$ cat src/rtl/uart_tx_cfg.sv
// Configurable UART transmitter: DATA_BITS payload LSB-first, optional even/odd parity,
// one or two stop bits, and a one-entry holding buffer so queued frames follow with no idle gap.
module uart_tx_cfg #(
   parameter int DATA_BITS  = 8,
   parameter int OVERSAMPLE = 16,
   parameter int CNT_W      = 5
) (
   input  logic                 clk,
   input  logic                 rst,
   input  logic                 b_tick,
   input  logic                 tx_valid,
   input  logic [DATA_BITS-1:0] tx_data,
   output logic                 tx_ready,
   input  logic [1:0]           parity_mode,
   input  logic                 two_stop,
   output logic                 tx,
   output logic                 tx_busy,
   output logic                 frame_done,
   output logic [2:0]           dbg_state
);

   localparam int IDX_W = (DATA_BITS > 1) ? $clog2(DATA_BITS) : 1;

   typedef enum logic [2:0] {
      S_IDLE   = 3'd0,
      S_ALIGN  = 3'd1,
      S_START  = 3'd2,
      S_DATA   = 3'd3,
      S_PARITY = 3'd4,
      S_STOP   = 3'd5
   } state_e;

   state_e               state_q;
   logic [CNT_W-1:0]     cnt_q;
   logic [IDX_W-1:0]     idx_q;
   logic [DATA_BITS-1:0] shift_q;
   logic [DATA_BITS-1:0] buf_data_q;
   logic                 buf_full_q;
   logic                 par_en_q;
   logic                 par_bit_q;
   logic                 two_stop_q;
   logic                 stop2_q;
   logic                 tx_q;
   logic                 busy_q;
   logic                 frame_done_q;

   logic accept;
   logic bit_end;
   logic par_en_w;
   logic par_bit_w;

   // Handshake: a word moves into the buffer on any clk edge where tx_valid && tx_ready.
   assign accept    = tx_valid && !buf_full_q;
   assign bit_end   = b_tick && (cnt_q == CNT_W'(OVERSAMPLE - 1));
   assign par_en_w  = (parity_mode == 2'b01) || (parity_mode == 2'b10);
   assign par_bit_w = (^buf_data_q) ^ (parity_mode == 2'b10);

   assign tx_ready   = !buf_full_q;
   assign tx         = tx_q;
   assign tx_busy    = busy_q;
   assign frame_done = frame_done_q;
   assign dbg_state  = state_q;

   always_ff @(posedge clk or negedge rst) begin
      if (!rst) begin
         state_q      <= S_IDLE;
         cnt_q        <= '0;
         idx_q        <= '0;
         shift_q      <= '0;
         buf_data_q   <= '0;
         buf_full_q   <= 1'b0;
         par_en_q     <= 1'b0;
         par_bit_q    <= 1'b0;
         two_stop_q   <= 1'b0;
         stop2_q      <= 1'b0;
         tx_q         <= 1'b1;
         busy_q       <= 1'b0;
         frame_done_q <= 1'b0;
      end else begin
         frame_done_q <= 1'b0;
         busy_q       <= 1'b1;
         if (accept) begin
            buf_full_q <= 1'b1;
            buf_data_q <= tx_data;
         end

         // tx follows the registered state, giving a fixed one-clk lag behind b_tick.
         case (state_q)
            S_START:  tx_q <= 1'b0;
            S_DATA:   tx_q <= shift_q[0];
            S_PARITY: tx_q <= par_bit_q;
            default:  tx_q <= 1'b1;
         endcase

         if ((state_q == S_START || state_q == S_DATA || state_q == S_PARITY ||
              state_q == S_STOP) && b_tick) begin
            cnt_q <= bit_end ? '0 : cnt_q + 1'b1;
         end

         case (state_q)
            S_IDLE: begin
               if (buf_full_q) begin
                  shift_q    <= buf_data_q;
                  par_en_q   <= par_en_w;
                  par_bit_q  <= par_bit_w;
                  two_stop_q <= two_stop;
                  buf_full_q <= 1'b0;
                  state_q    <= S_ALIGN;
               end else begin
                  busy_q <= accept;
               end
            end
            S_ALIGN: begin
               if (b_tick) begin
                  cnt_q   <= '0;
                  state_q <= S_START;
               end
            end
            S_START: begin
               if (bit_end) begin
                  idx_q   <= '0;
                  state_q <= S_DATA;
               end
            end
            S_DATA: begin
               if (bit_end) begin
                  shift_q <= shift_q >> 1;
                  if (idx_q == IDX_W'(DATA_BITS - 1)) begin
                     idx_q   <= '0;
                     state_q <= par_en_q ? S_PARITY : S_STOP;
                  end else begin
                     idx_q <= idx_q + 1'b1;
                  end
               end
            end
            S_PARITY: begin
               if (bit_end) state_q <= S_STOP;
            end
            S_STOP: begin
               if (bit_end) begin
                  if (two_stop_q && !stop2_q) begin
                     stop2_q <= 1'b1;
                  end else begin
                     stop2_q      <= 1'b0;
                     frame_done_q <= 1'b1;
                     // Already on the baud grid, so a buffered word skips ALIGN.
                     if (buf_full_q) begin
                        shift_q    <= buf_data_q;
                        par_en_q   <= par_en_w;
                        par_bit_q  <= par_bit_w;
                        two_stop_q <= two_stop;
                        buf_full_q <= 1'b0;
                        state_q    <= S_START;
                     end else begin
                        busy_q  <= accept;
                        state_q <= S_IDLE;
                     end
                  end
               end
            end
            default: begin
               state_q <= S_IDLE;
               busy_q  <= buf_full_q || accept;
            end
         endcase
      end
   end

endmodule

$ cat config.mk
export PLATFORM = sky130hd
export DESIGN_NAME = uart_tx_cfg
export DESIGN_NICKNAME = d
export VERILOG_FILES = /design/src/rtl/uart_tx_cfg.sv
export SDC_FILE = /design/constraint.sdc
export NUM_CORES = 1
export LEC_CHECK = 0
export CORE_MARGIN = 2
export CORE_UTILIZATION = 30
export DETAILED_ROUTE_END_ITERATION = 6
export PLACE_DENSITY = 0.56
export SLEW_MARGIN = 20
export SYNTH_ARGS = -nofsm -noshare
export SYNTH_HDL_FRONTEND = slang
export SYNTH_SLANG_ARGS = --single-unit
$ cat constraint.sdc
create_clock -name clk -period 4.9 [get_ports clk]
set_input_delay 0.735 -clock clk [delete_from_list [all_inputs] [get_ports clk]]
set_output_delay 0.735 -clock clk [all_outputs]
set_load 0.02 [all_outputs]
==> results of run 1 <==
synth_stat cells (2+ instances only):
master    instances  area, µm²
clkbuf_1          5      18.77
nand3_1           3      15.01
a22o_1            2      17.52
inv_1             7      26.28
a21oi_1           4      20.02
nand3b_1          2      15.01
dfrtp_1          34      850.8
o21ai_0          13      65.06
mux2i_1           3      30.03
ha_1              6      75.07
o31ai_1           3      22.52
nand2b_1          3      18.77
nand2_1          13      48.80
mux2_4            7      105.1
nor3b_1           2      15.01
xnor2_1           6      52.55
nor3_1            7      35.03
nor2_1            7      26.28
mux2_2           19      214.0
nor2b_1           3      18.77
xor2_1            2      17.52
a21o_1            2      15.01
power groups by stage:
stage,Clock (mW),Combinational [mW],Sequential (mW)
floorplan,0,0.535,0.500
global placement,0,0.646,0.539
detailed placement,0,0.647,0.537
CTS,0.212,0.650,0.533
global route,0.224,0.706,0.555
finish,0.201,0.642,0.533
stage by stage:
step	worst slack (ps)	cells	util [%]	power (mW)
2_1_floorplan	2665	167	-	1.035
3_5_place_dp	1684	258	35.94	1.184
4_1_cts	1992	266	37.30	1.395
6_report	1998	266	37.30	1.376
3_3_place_gp	1771	258	35.94	1.185
5_1_grt	1899	266	37.30	1.486
critical path: cells and delay by family:
family,cells,cell delay (ps)
compound gates,2,960
buf+inv,1,590
simple gates,2,430
mux,1,350
cells by family after synthesis:
| family | after synthesis |
|---|---|
| adders and majority gates | 6 |
| muxes | 29 |
| xor gates and xnor gates | 8 |
| AOI/OAI and AO/OA | 29 |
| and+or+nand+nor | 47 |
| DFF | 35 |
| buffers and inverters | 13 |
final cells by class:
| cell class | count | share of cell area [%] |
|---|---|---|
| clock inverters | 1 | 0.2240 |
| repair buffers | 22 | 9.742 |
| inverters | 7 | 1.176 |
| well taps | 75 | 4.199 |
| flip-flops and latches | 35 | 39.25 |
| clock buffers | 7 | 3.415 |
| multi-input cells | 119 | 41.99 |
routing by layer:
| metal | vias to the layer above | share of wire [%] | wire length (µm) |
|---|---|---|---|
| li1 | 632 | - | - |
| met1 | 628 | 51 | 1768 |
| met2 | 24 | 43 | 1493 |
| met3 | 6 | 4.7 | 162 |
| met4 | 0 | 1.4 | 50 |
| met5 | - | 0 | 0 |
worst min path at each step:
stage	slack, ps	startpoint	end
global route	520	shift_q[2]	shift_q[2]
floorplan	440	rst	asynchronous set/reset pin
global placement	490	flip-flop	flip-flop
detailed placement	490	shift_q[3]	shift_q[3]
finish	500	flip-flop	flip-flop
CTS	510	flip-flop	flip-flop
==> reports/qor.yml, run 1 <==
status:
  status: "complete, no violations"
drt:
  wl_per_cell_um: 13.06
  drc_errors: 0
  drtPass1Iterations: 4
  drt_iter0_markers: 45
  ant_nets: 0
  num_vias: 1290
  drt-total-wl_um: 3474
  viasPerCell: 4.850
synthesis:
  synth_edf_count: 0
  synthDistinctLibCells: 36
  synth_top_family_by_area: "multiplexers"
  synth_area_um2: 1872
  syn_nets: 188
  synth-simple-area-share_pct: 13.10
  synth_compound_area_share_pct: 10.63
  asyncSetResetFlopFracSynth_pct: 100.0
  synth-adder-area-share_pct: 4.011
  syn_avg_cell_area_um2: 11.21
  yosys.area_share.xor_xnor_pct: 3.743
  yosysWarnings: 0
  synthMuxAreaShare_pct: 18.65
  syn_inst: 167
  synth.yosys.seq_area_share_pct: 46.86
  ys_seq_elements: 35
  synthFlopType: "dfrtp_1"
layout:
  syn_to_final_growth_pct: 19.38
  multi_input_area_um2: 938.4
  final_common_cell: "dfrtp_1"
  fin_nets: 211
  final_cell_mix: "dfrtp_1, clkdlybuf4s50_1, mux2_2, nand2_1, o21ai_0"
  antenna_cells: 0
  drive_gt1_share_pct: 20.42
  fillers: 608
  register_area_um2: 877.1
  finish.instance_area_um2: 2235
timing:
  relSlewSlack_pct: 47.04
  setup-tns-final_ps: 0
  period_share_pct: 59.23
  fin_worst_skew_ps: 9.782
  rsz0062_at_grt: "false"
  tightest_slew_ps: 792.7
  slew_violations: 0
  min_period_ps: 2903
  setup_violations: 0
  fmax_mhz: 344.5
  finalHoldViolCount: 0
  whs_ps: 504.7
global_routing:
  grt_pass1_vias: 1267
  grt_overflow_total: 0
  track_usage_pct: 10.99
  grt_use_met3_pct: 3.479
  grt.busiest_layer: "met2"
  antenna_found_initial: 0
  grt_max_degree: 36
  met1_usage_pct: 15.58
  use_met2_pct: 15.62
  grt_pass1_wl_um: 6141
place:
  placed_cell_area_um2: 2153
  dpl.hpwl_um: 2375
  portBuffers: 21
  place.gp.congestion: 0.7693
die:
  start_util_pct: 31.24
  num_rows: 28
  core-area_um2: 5991
  die_y_um: 82.99
  dieArea_um2: 6887
  fp.dieW_um: 82.99
  ios: 22
critical_path:
  crit_path_max_incr_delay_ps: 590
  worstPathMaxFanout: 8
  critPathKind: "in2reg"
  rr_worst_depth: 6
  required_ps: 5070
  crit_chain: "clkdlybuf4s50_1, nand2_2, or3_4, o41ai_4, a31o_1, mux2_4"
  startpoint: "b_tick"
  r2r_slack_ps: 2490
  cp.arrival_ps: 3070
  endpoint: "shift_q[5]"
  worstSetupEndpointType: "flip-flop"
  critPathLaunchType: "input pin"
  r2r_end: "shift_q[5]"
  crit_path_top_delay_cell: "clkdlybuf4s50_1"
clock_network:
  cts_buffers: 5
  postCtsSetupBuffers: 0
  clk_latency_ps: 290
  htreeDepth: 2
  cts.sinks: 35
  cts_tree: "yes"
  cts_max_path_buffers: 2
  root_buffer: "clkbuf_8"
  cts_resized: 0
  cts_hold_buf: 0
  clkTransAtPathRegs_ps: 60
power_and_ir_drop:
  combPwrFrac_pct: 46.7
  cellPowerDensity_nw_per_um2: 615.8
  vdd_drop_max_mv: 0.2884
  pwr-share-clk_pct: 14.6
  p_int_uw: 876.6
  power_leakage_nw: 0.9575
  power_frac_seq_pct: 38.7
  switchingPower_uw: 499.4
  p_sw_share_pct: 36.29
hold_path:
  hold_depth: 1
  min_path_type: "reg2reg"
run:
  cap_violations: 0
Note: power is estimated with default switching activity, not from simulation.
==> run 2, diff against run 1 <==
Settings changed: PLACE_DENSITY 0.56 to 0.58.
Clock period 4.9 ns to 2.35 ns, I/O delays scaled along.
==> run 2 against run 1 <==
Against the previous run:
- total power is 120% higher
- register-to-register slack worse by 2200 ps
- setup slack worse by 1700 ps
- highest routed layer unchanged
- flip-flop and latch count stayed put
- sequential power is 93% higher
- non-clock buffer count is 10 higher
- combinational power is 140% higher
- largest cell class unchanged
- clock-buffer cell count is 2 lower
==> reports/qor.yml, run 2 (synthesis results as in run 1) <==
drt:
  ant_nets: 0  # unchanged
  viasPerCell: 4.739  # was 4.850
  drt_iter0_markers: 42  # was 45
  num_vias: 1308  # was 1290
  drc_errors: 0  # unchanged
  drt-total-wl_um: 3669  # was 3474 µm
  wl_per_cell_um: 13.29  # was 13.06 µm
  drtPass1Iterations: 4  # unchanged
timing:
  fin_worst_skew_ps: 14.41  # was 9.782 ps
  setup-tns-final_ps: 0  # unchanged
  setup_violations: 0  # unchanged
  tightest_slew_ps: 456.7  # was 792.7 ps
  fmax_mhz: 490.0
  min_period_ps: 2041
  slew_violations: 0  # unchanged
  relSlewSlack_pct: 69.56  # was 47.04%
  finalHoldViolCount: 0  # unchanged
  period_share_pct: 86.85
  whs_ps: 464.8  # was 504.7 ps
  rsz0062_at_grt: "false"  # unchanged
die:
  ios: 22  # unchanged
  fp.dieW_um: 82.99  # unchanged
  num_rows: 28  # unchanged
  core-area_um2: 5991  # unchanged
  start_util_pct: 31.24  # unchanged
  dieArea_um2: 6887  # unchanged
  die_y_um: 82.99  # unchanged
hold_path:
  min_path_type: "in2async"  # was reg2reg
clock_network:
  clkTransAtPathRegs_ps: 70  # was 60 ps
  root_buffer: "clkbuf_8"  # unchanged
  clk_latency_ps: 300  # was 290 ps
  cts_max_path_buffers: 2  # unchanged
  cts_hold_buf: 0  # unchanged
  htreeDepth: 2  # unchanged
  cts_resized: 0  # unchanged
  cts_buffers: 5  # unchanged
  postCtsSetupBuffers: 0  # unchanged
  cts.sinks: 35  # unchanged
  cts_tree: "yes"  # unchanged
global_routing:
  track_usage_pct: 11.60  # was 10.99%
  grt_use_met3_pct: 4.473  # was 3.479%
  antenna_found_initial: 0  # unchanged
  use_met2_pct: 17.67  # was 15.62%
  grt_max_degree: 36  # unchanged
  met1_usage_pct: 14.67  # was 15.58%
  grt.busiest_layer: "met2"  # unchanged
  grt_pass1_vias: 1309  # was 1267
  grt_pass1_wl_um: 6348  # was 6141 µm
  grt_overflow_total: 0  # unchanged
power_and_ir_drop:
  p_sw_share_pct: 36.24  # was 36.29%
  power_frac_seq_pct: 34.3  # was 38.7%
  p_int_mw: 1.914  # was 876.6 µW
  cellPowerDensity_nw_per_um2: 1289  # was 615.8 nW/µm²
  vdd_drop_max_mv: 0.6826  # was 0.2884 mV
  combPwrFrac_pct: 50.9  # was 46.7%
  pwr-share-clk_pct: 14.8  # was 14.6%
  switchingPower_mw: 1.088  # was 499.4 µW
  power_leakage_nw: 1.009  # was 0.9575 nW
critical_path:
  required_ps: 2520  # was 5070 ps
  crit_path_max_incr_delay_ps: 370  # was 590 ps
  r2r_slack_ps: 310  # was 2490 ps
  crit_chain: "ha_1, nand2_2, or3_4, o41ai_4, a31o_1, buf_12, mux2_4"  # was clkdlybuf4s50_1, nand2_2, or3_4, o41ai_4, a31o_1, mux2_4
  path_delay_family: "compound AO/OA/AOI/OAI gates"  # unchanged
  crit_path_top_delay_cell: "dfrtp_1"  # was clkdlybuf4s50_1
  cp.buffers_inverters: 1  # unchanged
  cp.arrival_ps: 2220  # was 3070 ps
  worstPathMaxFanout: 8  # unchanged
  critPathKind: "reg2reg"  # was in2reg
  critPathLaunchType: "flip-flop"  # was input pin
  worstSetupEndpointType: "flip-flop"  # unchanged
place:
  dp.cells: 268  # was 258
  portBuffers: 21  # unchanged
  dpl.hpwl_um: 2623  # was 2375 µm
  place.gp.congestion: 0.7815  # was 0.7693
layout:
  final_common_cell: "dfrtp_1"  # unchanged
  drive_gt1_share_pct: 25.37  # was 20.42%
  final-instance-count-excl-fill: 276  # was 266
  final_cell_mix: "dfrtp_1, clkdlybuf4s50_1, mux2_2, nand2_1, o21ai_0"  # unchanged
  antenna_cells: 0  # unchanged
  syn_to_final_growth_pct: 24.47  # was 19.38%
  fin_nets: 221  # was 211
run:
  cap_violations: 0  # unchanged
status:
  status: "complete, no violations"  # unchanged
==> run 2: cell count changes in the layout (fill, tap and decap cells not counted) <==
cell	before	now
clkinvlp_4	0	2
buf_4	1	10
buf_12	0	1
clkbuf_1	2	0
==> run 2: area by class of cell <==
type	count	area (µm²)
clock buffer	5	68.82
clock inverter	3	20.02
fill	599	3661
inverter	7	26.28
multi-input combinational	119	938.4
sequential	35	877.1
tap	75	93.84
timing repair buffer	32	305.3
==> run 2: final timing paths <==
kind	startpoint	endpoint	depth (start not counted)
worst max-delay path	flip-flop	shift_q[5]	7
worst min-delay path	rst	buf_data_q[2]	2
worst max register to register	flip-flop	shift_q[5]	7
worst min register to register	flip-flop	flip-flop	1
max in group asynchronous	rst	tx	2
min in group clk	flip-flop	flip-flop	1
==> run 2: metal layers <==
metal	part of all wire [%]	up-vias
met2	45	27
met4	1.4	0
met3	5.2	6
met1	48	619
li1	-	656
met5	0	-
==> run 2: power groups by stage <==
stage          Sequential (mW)  Combinational, mW  Clock (mW)
4_1_cts                   1.03               1.55       0.465
6_report                  1.03               1.53       0.445
5_1_grt                   1.07               1.69       0.498
2_1_floorplan             1.04               1.12           0
3_5_place_dp              1.04               1.55           0
3_3_place_gp              1.04               1.52           0
==> run 2: metrics by stage <==
stage | worst slack [ps] | utilization [%] | power (mW) | instance area (µm²)
after floorplan | 299.9 | - | 2.158 | 1872
after global placement | 48.19 | 37.41 | 2.557 | 2241
after detailed placement | 18.00 | 37.41 | 2.591 | 2241
after CTS | 292.4 | 38.89 | 3.048 | 2330
after global routing | 206.8 | 38.89 | 3.257 | 2330
final | 309.0 | 38.89 | 3.002 | 2330
